<file path="config.mk">
export PLATFORM = sky130hd
export DESIGN_NAME = fan_row_accumulator
export DESIGN_NICKNAME = d
export VERILOG_FILES = /design/src/rtl/fan_row_accumulator_pkg.sv /design/src/rtl/fan_prio_enc.sv /design/src/rtl/fan_row_accumulator.sv
export SDC_FILE = /design/constraint.sdc
export NUM_CORES = 2
export LEC_CHECK = 0
export CAP_MARGIN = 20
export CORE_MARGIN = 2
export CORE_UTILIZATION = 40
export DETAILED_ROUTE_END_ITERATION = 7
export SETUP_SLACK_MARGIN = 0.3
export SYNTH_ARGS = -nofsm -noshare
export SYNTH_HDL_FRONTEND = slang
export SYNTH_HIERARCHICAL = 1
export SYNTH_SLANG_ARGS = --single-unit
</file>
<file path="constraint.sdc">
create_clock -name clk -period 5.13 [get_ports clk]
set_input_delay 0.513 -clock clk [delete_from_list [all_inputs] [get_ports clk]]
set_output_delay 0.513 -clock clk [all_outputs]
set_load 0.02 [all_outputs]
</file>
<file path="src/rtl/fan_row_accumulator_pkg.sv">
// fan_row_accumulator_pkg
//   Shared widths, line field layout, state encoding and arithmetic helpers
//   for the fan_adder output path. The line is packed as {ctrl, row, data}.
package fan_row_accumulator_pkg;

  localparam int DW_DATA = 8;
  localparam int DW_ROW  = 5;
  localparam int DW_CTRL = 4;
  localparam int DW_LINE = DW_DATA + DW_ROW + DW_CTRL;
  localparam int DW_ACC  = 20;
  localparam int NUM_ROW = 1 << DW_ROW;

  localparam int CTRL_VALID_BIT = 3;
  localparam int CTRL_LAST_BIT  = 0;

  localparam logic signed [DW_ACC-1:0] ACC_MAX = {1'b0, {(DW_ACC-1){1'b1}}};
  localparam logic signed [DW_ACC-1:0] ACC_MIN = {1'b1, {(DW_ACC-1){1'b0}}};

  typedef enum logic [1:0] {
    ST_ACCUM = 2'd0,
    ST_DRAIN = 2'd1,
    ST_DONE  = 2'd2
  } state_t;

  function automatic logic [DW_CTRL-1:0] line_ctrl(input logic [DW_LINE-1:0] l);
    return l[DW_LINE-1 -: DW_CTRL];
  endfunction

  function automatic logic [DW_ROW-1:0] line_row(input logic [DW_LINE-1:0] l);
    return l[DW_DATA +: DW_ROW];
  endfunction

  function automatic logic signed [DW_DATA-1:0] line_data(input logic [DW_LINE-1:0] l);
    return l[DW_DATA-1:0];
  endfunction

  function automatic logic signed [DW_ACC-1:0] sext_data(input logic signed [DW_DATA-1:0] d);
    return {{(DW_ACC-DW_DATA){d[DW_DATA-1]}}, d};
  endfunction

  function automatic logic [NUM_ROW-1:0] row_onehot(input logic [DW_ROW-1:0] r);
    logic [NUM_ROW-1:0] m;
    m = '0;
    m[r] = 1'b1;
    return m;
  endfunction

  // One guard bit catches overflow; clamp instead of wrapping.
  function automatic logic signed [DW_ACC-1:0] sat_add(input logic signed [DW_ACC-1:0] a,
                                                       input logic signed [DW_ACC-1:0] b);
    logic signed [DW_ACC:0] s;
    s = {a[DW_ACC-1], a} + {b[DW_ACC-1], b};
    if (s[DW_ACC] != s[DW_ACC-1]) begin
      return s[DW_ACC] ? ACC_MIN : ACC_MAX;
    end else begin
      return s[DW_ACC-1:0];
    end
  endfunction

endpackage

</file>
<file path="src/rtl/fan_prio_enc.sv">
// fan_prio_enc
//   Lowest-set-bit finder over a mask.
//   mask : input bit vector (N bits)
//   idx  : index of the lowest set bit (0 when mask is empty)
//   any  : high when at least one bit of mask is set
module fan_prio_enc #(
  parameter int N = 32,
  parameter int W = 5
) (
  input  logic [N-1:0] mask,
  output logic [W-1:0] idx,
  output logic         any
);

  // Scan from the top down so the lowest set bit is the final assignment.
  always_comb begin
    idx = '0;
    for (int i = N - 1; i >= 0; i--) begin
      idx = mask[i] ? W'(i) : idx;
    end
    any = |mask;
  end

endmodule

</file>
<file path="src/rtl/fan_row_accumulator.sv">
// fan_row_accumulator
//   Accumulates sign-extended fan_adder lines into a per-row saturating
//   partial-sum buffer; on a last-of-tile line drains every touched row in
//   ascending order over a valid/ready stream, pulses tile_done, then
//   returns to accumulation with an empty buffer.
//   clk, rst_n : clock, synchronous active-low reset
//   in_line    : {ctrl, row, data} from fan_adder
//   in_ready   : high while lines are being accepted (ACCUM)
//   out_valid / out_ready / out_row / out_data : drained row stream
//   tile_done  : one-cycle pulse after the final row of a tile is accepted
module fan_row_accumulator
  import fan_row_accumulator_pkg::*;
(
  input  logic                     clk,
  input  logic                     rst_n,
  input  logic [DW_LINE-1:0]       in_line,
  output logic                     in_ready,
  output logic                     out_valid,
  input  logic                     out_ready,
  output logic [DW_ROW-1:0]        out_row,
  output logic signed [DW_ACC-1:0] out_data,
  output logic                     tile_done
);

  state_t                    state_r;
  logic signed [DW_ACC-1:0]  acc_r [NUM_ROW];
  logic [NUM_ROW-1:0]        touched_r;
  logic                      in_ready_r;
  logic                      out_valid_r;
  logic [DW_ROW-1:0]         out_row_r;
  logic signed [DW_ACC-1:0]  out_data_r;
  logic                      tile_done_r;

  logic [DW_CTRL-1:0]        ctrl_s;
  logic                      ctrl_unused_s;
  logic [DW_ROW-1:0]         row_s;
  logic                      line_valid_s;
  logic                      line_last_s;
  logic signed [DW_ACC-1:0]  sum_s;
  logic                      accept_s;
  logic [NUM_ROW-1:0]        mask_s;
  logic [DW_ROW-1:0]         idx_s;
  logic                      any_s;

  assign ctrl_s        = line_ctrl(in_line);
  assign ctrl_unused_s = ^ctrl_s[2:1];  // reserved ctrl bits, not decoded
  assign row_s         = line_row(in_line);
  assign line_valid_s  = ctrl_s[CTRL_VALID_BIT];
  assign line_last_s   = ctrl_s[CTRL_LAST_BIT];
  assign sum_s         = sat_add(acc_r[row_s], sext_data(line_data(in_line)));
  assign accept_s      = out_valid_r & out_ready;

  // Touched mask as it will be after this edge; the encoder looks at it so the
  // next output row can be registered in the same cycle.
  always_comb begin
    mask_s = touched_r;
    if (state_r == ST_ACCUM && line_valid_s) begin
      mask_s = touched_r | row_onehot(row_s);
    end else if (state_r == ST_DRAIN && accept_s) begin
      mask_s = touched_r & ~row_onehot(out_row_r);
    end else begin
      mask_s = touched_r;
    end
  end

  fan_prio_enc #(
    .N (NUM_ROW),
    .W (DW_ROW)
  ) u_prio (
    .mask (mask_s),
    .idx  (idx_s),
    .any  (any_s)
  );

  // Control FSM, partial-sum buffer and registered outputs.
  always_ff @(posedge clk) begin
    if (!rst_n) begin
      state_r <= ST_ACCUM;
      for (int i = 0; i < NUM_ROW; i++) begin
        acc_r[i] <= '0;
      end
      touched_r   <= '0;
      in_ready_r  <= 1'b1;
      out_valid_r <= 1'b0;
      out_row_r   <= '0;
      out_data_r  <= '0;
      tile_done_r <= 1'b0;
    end else begin
      case (state_r)
        ST_ACCUM: begin
          tile_done_r <= 1'b0;
          if (line_valid_s) begin
            acc_r[row_s] <= sum_s;
            touched_r    <= mask_s;
            if (line_last_s) begin
              // The row just written may be the lowest one; forward its new sum.
              state_r     <= ST_DRAIN;
              in_ready_r  <= 1'b0;
              out_valid_r <= 1'b1;
              out_row_r   <= idx_s;
              out_data_r  <= (idx_s == row_s) ? sum_s : acc_r[idx_s];
            end else begin
              state_r <= ST_ACCUM;
            end
          end else begin
            state_r <= ST_ACCUM;
          end
        end
        ST_DRAIN: begin
          if (accept_s) begin
            acc_r[out_row_r] <= '0;
            touched_r        <= mask_s;
            if (any_s) begin
              out_row_r  <= idx_s;
              out_data_r <= acc_r[idx_s];
            end else begin
              out_valid_r <= 1'b0;
              out_row_r   <= '0;
              out_data_r  <= '0;
              tile_done_r <= 1'b1;
              state_r     <= ST_DONE;
            end
          end else begin
            state_r <= ST_DRAIN;
          end
        end
        ST_DONE: begin
          tile_done_r <= 1'b0;
          in_ready_r  <= 1'b1;
          state_r     <= ST_ACCUM;
        end
        default: begin
          state_r     <= ST_ACCUM;
          in_ready_r  <= 1'b1;
          out_valid_r <= 1'b0;
          tile_done_r <= 1'b0;
        end
      endcase
    end
  end

  assign in_ready  = in_ready_r;
  assign out_valid = out_valid_r;
  assign out_row   = out_row_r;
  assign out_data  = out_data_r;
  assign tile_done = tile_done_r;

endmodule
</file>
## After elaboration in Yosys (flattened, before gate mapping)

Memories as Yosys holds them, arrays and structs flattened.
Cells that the tools add are included.

| operators by class | value |
|---|---|
| add/sub/neg operators | 1 |
| magnitude comparators | 4 |
| equal/unequal tests | 9 |
| mux-type cells | 82 |
| bitwise logic cells | 7 |
| reductions and logical operators | 15 |

Operators by type and width:

| kind | number |
|---|---|
| $mux 5 | 38 |
| $mux 20 | 9 |
| $mux 32 | 4 |
| $pmux 32 s2 | 1 |
| $pmux 20 s2 | 1 |
| $reduce_or 20->1 | 2 |
| $and 32x32->32 | 1 |
| $not 32->32 | 1 |
| $or 32x32->32 | 1 |
| $reduce_or 32->1 | 1 |
| $add 20x8->21 | 1 |
| $mux 1 | 20 |
| $lt 5x6->1 const B | 2 |
| $demux 1 s5 | 2 |
| $ge 5x1->1 const B | 2 |
| $pmux 5 s2 | 1 |
| $ne 2x2->1 const B | 4 |
| $mux 2 | 3 |
| $reduce_and 3->1 | 2 |
| $eq 5x5->1 | 1 |
| $reduce_and 5->1 | 1 |
| $logic_and 1x1->1 | 4 |
| $pmux 2 s2 | 1 |
| $reduce_and 2->1 | 2 |
| other kinds (11) | 13 |

| word-level totals | value |
|---|---|
| bits in registers | 62 |
| memory bits (writable) | 640 |
| memories | 1 |

Memory list:

| memory | depth | width | rd ports | clocked after memory_dff | wr ports | line | text |
|---|---|---|---|---|---|---|---|
| acc_r | 32 | 20 | 2 | 0 | 32 | fan_row_accumulator.sv:26 | `logic signed [DW_ACC-1:0] acc_r [NUM_ROW];` |

## Longest topological paths before layout

| logic depth | value |
|---|---|
| word-level depth | 45 |
| depth in mapped cells | 23 |
| depth with buffers taken out | 17 |

## By module

Netlist, hierarchy kept.

By module, submodules not included:

| module | instances | cells each | area an instance (um^2) | seq. area each (um^2) |
|---|---|---|---|---|
| fan_row_accumulator | 1 | 2678 | 36359.9 | 20459.6 |
| fan_prio_enc | 1 | 65 | 385.4 | 0.0 |

## Worst setup path before layout

No wires, ideal clock.

| timing path | value |
|---|---|
| path type | input to register |
| from | in in_line[8] |
| to | reg out_data_r[14] (netlist: out_data[14]) |
| arrival time | 5.036 ns |
| data required time | 5.011 ns |
| path slack | -0.024 ns |
| stages | 20 |
| buffers on the path | 6 |
| path through | clkbuf_1 -> clkbuf_1 -> buf_2 -> nand2_1 -> nor2_1 -> a21oi_1 -> a21oi_1 -> nor3b_1 -> nor3_1 -> o31ai_1 -> o2111ai_1 -> a221oi_1 -> buf_2 -> buf_2 -> buf_2 -> mux4_2 -> mux2_2 -> o211ai_1 -> o311ai_0 -> o221a_2 |

| between the ends | value |
|---|---|
| word-level cells in the longest chain between the ends | 43 |
| elaborated cells between the ends (all ways) | 52 |
| those cells by class | 1 x add/sub; 2 x order compare; 2 x eq/ne; 43 x mux; 1 x bitwise; 2 x reduce/logical; 1 x memory |

RTL lines:

| item | line | text |
|---|---|---|
| start: declaration | fan_row_accumulator.sv:16 | `input logic [DW_LINE-1:0] in_line,` |
| $lt 5x6->1 (not written as such) / $ge 5x1->1 (equally long branches) | fan_row_accumulator_pkg.sv:44 | `m[r] = 1'b1;` |
| $logic_and 1x1->1 (not written as such) | fan_row_accumulator_pkg.sv:44 |  |
| $mux 1 (not written as such) | fan_row_accumulator_pkg.sv:44 |  |
| $demux 1 s5 (*) | fan_row_accumulator_pkg.sv:44 |  |
| $or 32x32->32 (*) | fan_row_accumulator.sv:58 | `mask_s = touched_r \| row_onehot(row_s);` |
| $mux 32 (*) | fan_row_accumulator.sv:57 | `if (state_r == ST_ACCUM && line_valid_s) begin` |
| named net mask_s[31] | fan_row_accumulator.sv:41 | `logic [NUM_ROW-1:0] mask_s;` |
| $mux 5 (*) (32 in a row) | fan_prio_enc.sv:19 | `idx = mask[i] ? W'(i) : idx;` |
| named net idx_s[0] | fan_row_accumulator.sv:42 | `logic [DW_ROW-1:0] idx_s;` |
| $mem_v2 32x20 / $eq 5x5->1 (equally long branches) | -- |  |
| $mux 20 | fan_row_accumulator.sv:101 | `out_data_r <= (idx_s == row_s) ? sum_s : acc_r[idx_s];` |
| $mux 20 | fan_row_accumulator.sv:95 | `if (line_last_s) begin` |
| $mux 20 | fan_row_accumulator.sv:92 | `if (line_valid_s) begin` |
| $pmux 20 s2 (*) | fan_row_accumulator.sv:89 | `case (state_r)` |
| end signal: assignment | fan_row_accumulator.sv:101 |  |
| end signal: assignment | fan_row_accumulator.sv:115 | `out_data_r <= acc_r[idx_s];` |
| end: declaration | fan_row_accumulator.sv:31 | `logic signed [DW_ACC-1:0] out_data_r;` |

Mark *: on every way through the listed nets, which the timed path passes. The rest lies on a longest branch. The select of a mux whose other input is x is not followed.
A chain may end at the register's enable or synchronous reset.

## Worst setup path after layout

| timing path | value |
|---|---|
| from | reg state_r[0] |
| to | reg out_data_r[17] (netlist: out_data[17]) |

| between the ends | value |
|---|---|
| elaborated cells between the ends (all ways) | 52 |
| those cells by class | 5 x eq/ne; 40 x mux; 6 x reduce/logical; 1 x memory |

RTL lines:

| item | line | text |
|---|---|---|
| start: declaration | fan_row_accumulator.sv:25 | `state_t state_r;` |
| start signal: assignment | fan_row_accumulator.sv:78 | `state_r <= ST_ACCUM;` |
| start signal: assignment | fan_row_accumulator.sv:97 | `state_r <= ST_DRAIN;` |
| start signal: assignment | fan_row_accumulator.sv:103 | `state_r <= ST_ACCUM;` |
| $eq 2x1->1 | fan_row_accumulator.sv:59 | `end else if (state_r == ST_DRAIN && accept_s) begin` |
| $logic_and 1x1->1 | fan_row_accumulator.sv:59 |  |
| $mux 32 | fan_row_accumulator.sv:59 |  |
| $mux 32 (*) | fan_row_accumulator.sv:57 |  |
| named net mask_s[16] | fan_row_accumulator.sv:41 |  |
| $mux 5 (*) (17 in a row) | fan_prio_enc.sv:19 |  |
| named net idx_s[0] | fan_row_accumulator.sv:42 |  |
| $mem_v2 32x20 / $eq 5x5->1 (equally long branches) | -- |  |
| $mux 20 | fan_row_accumulator.sv:101 |  |
| $mux 20 | fan_row_accumulator.sv:95 |  |
| $mux 20 | fan_row_accumulator.sv:92 |  |
| $pmux 20 s2 (*) | fan_row_accumulator.sv:89 |  |

Marked as above.

==> flow_metrics.env <==
export IMPL_io_pins=48
export IMPL_drive_above_1_share_pct=31.2
export IMPL_die_y_um=307
export IMPL_cp_end_kind="flip-flop"
export IMPL_vias=26315
export IMPL_critPathMaxStageDelay_ns=0.66
export IMPL_status="complete, no violations"
export IMPL_p_leak_nw=16.0
export IMPL_cts_max_level=3
export IMPL_synth_seq_cells=702
export IMPL_drc_errors=0
export IMPL_reg2reg_depth=23
export IMPL_seq_area_frac_synth_pct=55.7
export IMPL_vias_per_cell=6.24
export IMPL_clock_fmax_mhz=211
export IMPL_crit_path_start_kind="flip-flop"
export IMPL_port_buffers=45
export IMPL_layout_commonest_cell="nor2_1"
export IMPL_yosys_warnings=6
export IMPL_path_class="reg -> reg"
export IMPL_initial_core_util_pct=40.2
export IMPL_crit_chain="nand2b_1 > or2_4 > buf_4 > nor3_2 > buf_4 > buf_6 > a21oi_1 > a21oi_2 > inv_1 > a21oi_1 > o21ai_0 > a2111oi_1 > buf_4 > a221oi_4 > buf_6 > clkbuf_16 > buf_12 > mux4_2 > mux4_2 > inv_2 > a2111oi_0 > a21oi_1 > o21ai_0"
export IMPL_cp_slowest_cell="a2111oi_0"
export IMPL_cts_tree="yes"
export IMPL_reg2reg_slack_ns=0.39
export IMPL_num_rows=111
export IMPL_fin_total_pwr_w=0.0171
export IMPL_synth_top_cell_by_area="edfxtp_1"
export IMPL_synth_cell_type_count=68
export IMPL_worstHoldPathType="reg -> reg"
export IMPL_final_util_pct=48.0
export IMPL_grt_overflow_total=0
export IMPL_p_per_area_nw_per_um2=390
export IMPL_clkTransAtPathRegs_ns=0.06
export IMPL_critPathMaxFanout=9
export IMPL_dr_first_iter_drc_count=3479
export IMPL_netlist_area_um2=36700
export IMPL_wl_um=122000
export IMPL_cts_buffer_depth=3
export IMPL_ctsHoldBuffers=0
export IMPL_first_pass_iters=5
export IMPL_r2r_end="out_data[17]"
export IMPL_synthCells=2743
export IMPL_maxCapViolCount=0
export IMPL_cts_root_buf="clkbuf_16"
export IMPL_die_x_um=307
export IMPL_die_area_um2=94300
export IMPL_totalNegativeSetupSlack_ns=0
export IMPL_postRouteAntennaNets=0
export IMPL_area_growth_pct=19.3
export IMPL_setup_viol=0
export IMPL_synthTopCellsByArea="edfxtp_1 (52%), mux4_2 (21%), nor2_1 (7.0%)"
export IMPL_grt_start_max_net_pins=51
export IMPL_hpwl_um=83000
export IMPL_worstPathRequired_ns=5.68
export IMPL_clkLatencyLatePin_ns=0.65
export IMPL_slew_headroom_pct=22.1
export IMPL_synth_enable_flop_cells=640
export IMPL_final_cell_mix="nor2_1 (676), edfxtp_1 (640), mux4_2 (340)"
export IMPL_gp_congestion=0.927
export IMPL_finalCritPeriodShare_pct=92.4
export IMPL_rsz0062_at_grt="yes"
export IMPL_fillers=7868
export IMPL_finalNetCount=3006
export IMPL_ys_flop_type="edfxtp_1"
export IMPL_tightestPinTransition_ns=1.17
export IMPL_crit_end="out_data[17]"
export IMPL_synth_nets=2784
export IMPL_design_core_area_um2=91400
export IMPL_fin_worst_skew_ns=0.0432
export IMPL_hold_violations=0
export IMPL_period_minus_slack_ns=4.74
export IMPL_worstReg2RegStart="state_r[0]"
export IMPL_wl_per_cell_um=29.0
export IMPL_slew_violations=0
export IMPL_syn_area_per_cell_um2=13.4
export IMPL_synth_top_area_share_pct=52.3
export IMPL_grt_usage_pct=26.0
export IMPL_antenna_found_initial=2
export IMPL_synthArstFlopShare_pct=0
export IMPL_clock_sinks=702
export IMPL_crit_arrival_ns=5.29
export IMPL_cts_made_buffers=77
export IMPL_ir_worst_vdd_mv=0.216
export IMPL_grt_pass1_vias=26521
export IMPL_grt_pass1_wl_um=179000
export IMPL_hold_worst_slack_ns=0.459
export IMPL_cp_startpoint="state_r[0]"
[timing repair]
item / 4_1_cts / 5_1_grt
pin swaps: 2 / 8
gates cloned: 0 / 2
gates resized for setup: 7 / 34
buffers inserted: 0 / 2
setup endpoints to repair: 6 / 404
[metal layers]
metal | track usage (%) | vias to the layer above | routed length (um)
met3 | 5.35 | 293 | 13900
met2 | 41.2 | 1675 | 57100
met4 | 10.9 | 2 | 5430
met5 | 0 | - | 13
li1 | - | 10963 | -
met1 | 34.9 | 13382 | 45800
[critical path: cells and delay by family (launching register included)]
kind | cells | cell delay (ns)
compound gates | 9 | 1.83
buf+inv | 9 | 1.24
flops | 1 | 0.35
mux | 2 | 0.67
simple gates | 3 | 0.54
[power breakdown]
part	switching (W)	internal [W]	total [W]
sequential	0.000137	0.00647	0.00660
combinational	0.00282	0.00206	0.00488
clock	0.00238	0.00322	0.00560
[cells in the mapped netlist, drive strengths merged (8+ instances only)]
cell type and n:
nor2 684, edfxtp 640, mux4 340, clkbuf 166, a21oi 113, buf 104, a22oi 83, nand2 78
o21ai 72, dfxtp 62, and2 39, nor3 32, nor2b 27, mux2 23, nand4 23, ha 20
a211oi 19, inv 19, maj3 19, nand3 17, nand2b 14, xnor2 13, a21boi 12, nor4 12
o22ai 12, o211ai 9, xor2 9, o31ai 8
[stage by stage]
stage	cell area, um2	std cells	worst slack (ns)
floorplan	36800	2743	0.304
global route	43800	4213	0.248
global placement	41100	4068	-0.305
CTS	43700	4209	0.315
finish	43800	4214	0.391
detailed placement	41100	4068	-0.363
[flip-flops by register name, summed over array words and instances, names as in the netlist]
register / flops
acc_r: 640
in_ready: 1
out_data: 20
out_row: 5
out_valid: 1
state_r: 2
tile_done: 1
touched_r: 32
[how the worst min path moves through the flow]
stage	to	slack [ns]	startpoint	cells after the start
3_5_place_dp	in_ready	0.45	in_ready	1
6_report	in_ready	0.46	in_ready	1
2_1_floorplan	state_r[0]	0.50	state_r[0]	2
4_1_cts	in_ready	0.46	in_ready	1
3_3_place_gp	in_ready	0.44	in_ready	1
5_1_grt	in_ready	0.47	in_ready	1
[area by class of cell]
cell class | count | area (um2) | share of cell area, %
Inverter | 19 | 71.3 | 0.163
Sequential cell | 702 | 20500 | 46.7
Clock inverter | 42 | 428 | 0.976
Clock buffer | 99 | 2070 | 4.73
Antenna cell | 1 | 2.50 | 0.00571
Timing Repair Buffer | 413 | 3970 | 9.05
Multi-Input combinational cell | 1752 | 15400 | 35.0
Tap cell | 1186 | 1480 | 3.38
[kinds of logic after synthesis]
kind of cell	count (synthesis)	share of synthesized area (%)
buffers and inverters	289	3.41
AOI/OAI and AO/OA	372	6.46
adders and majority gates	40	1.31
muxes	368	21.7
and+or+nand+nor	950	10.9
DFF	702	55.7
xor gates and xnor gates	22	0.524
Note: power is estimated with default switching activity, not from simulation.
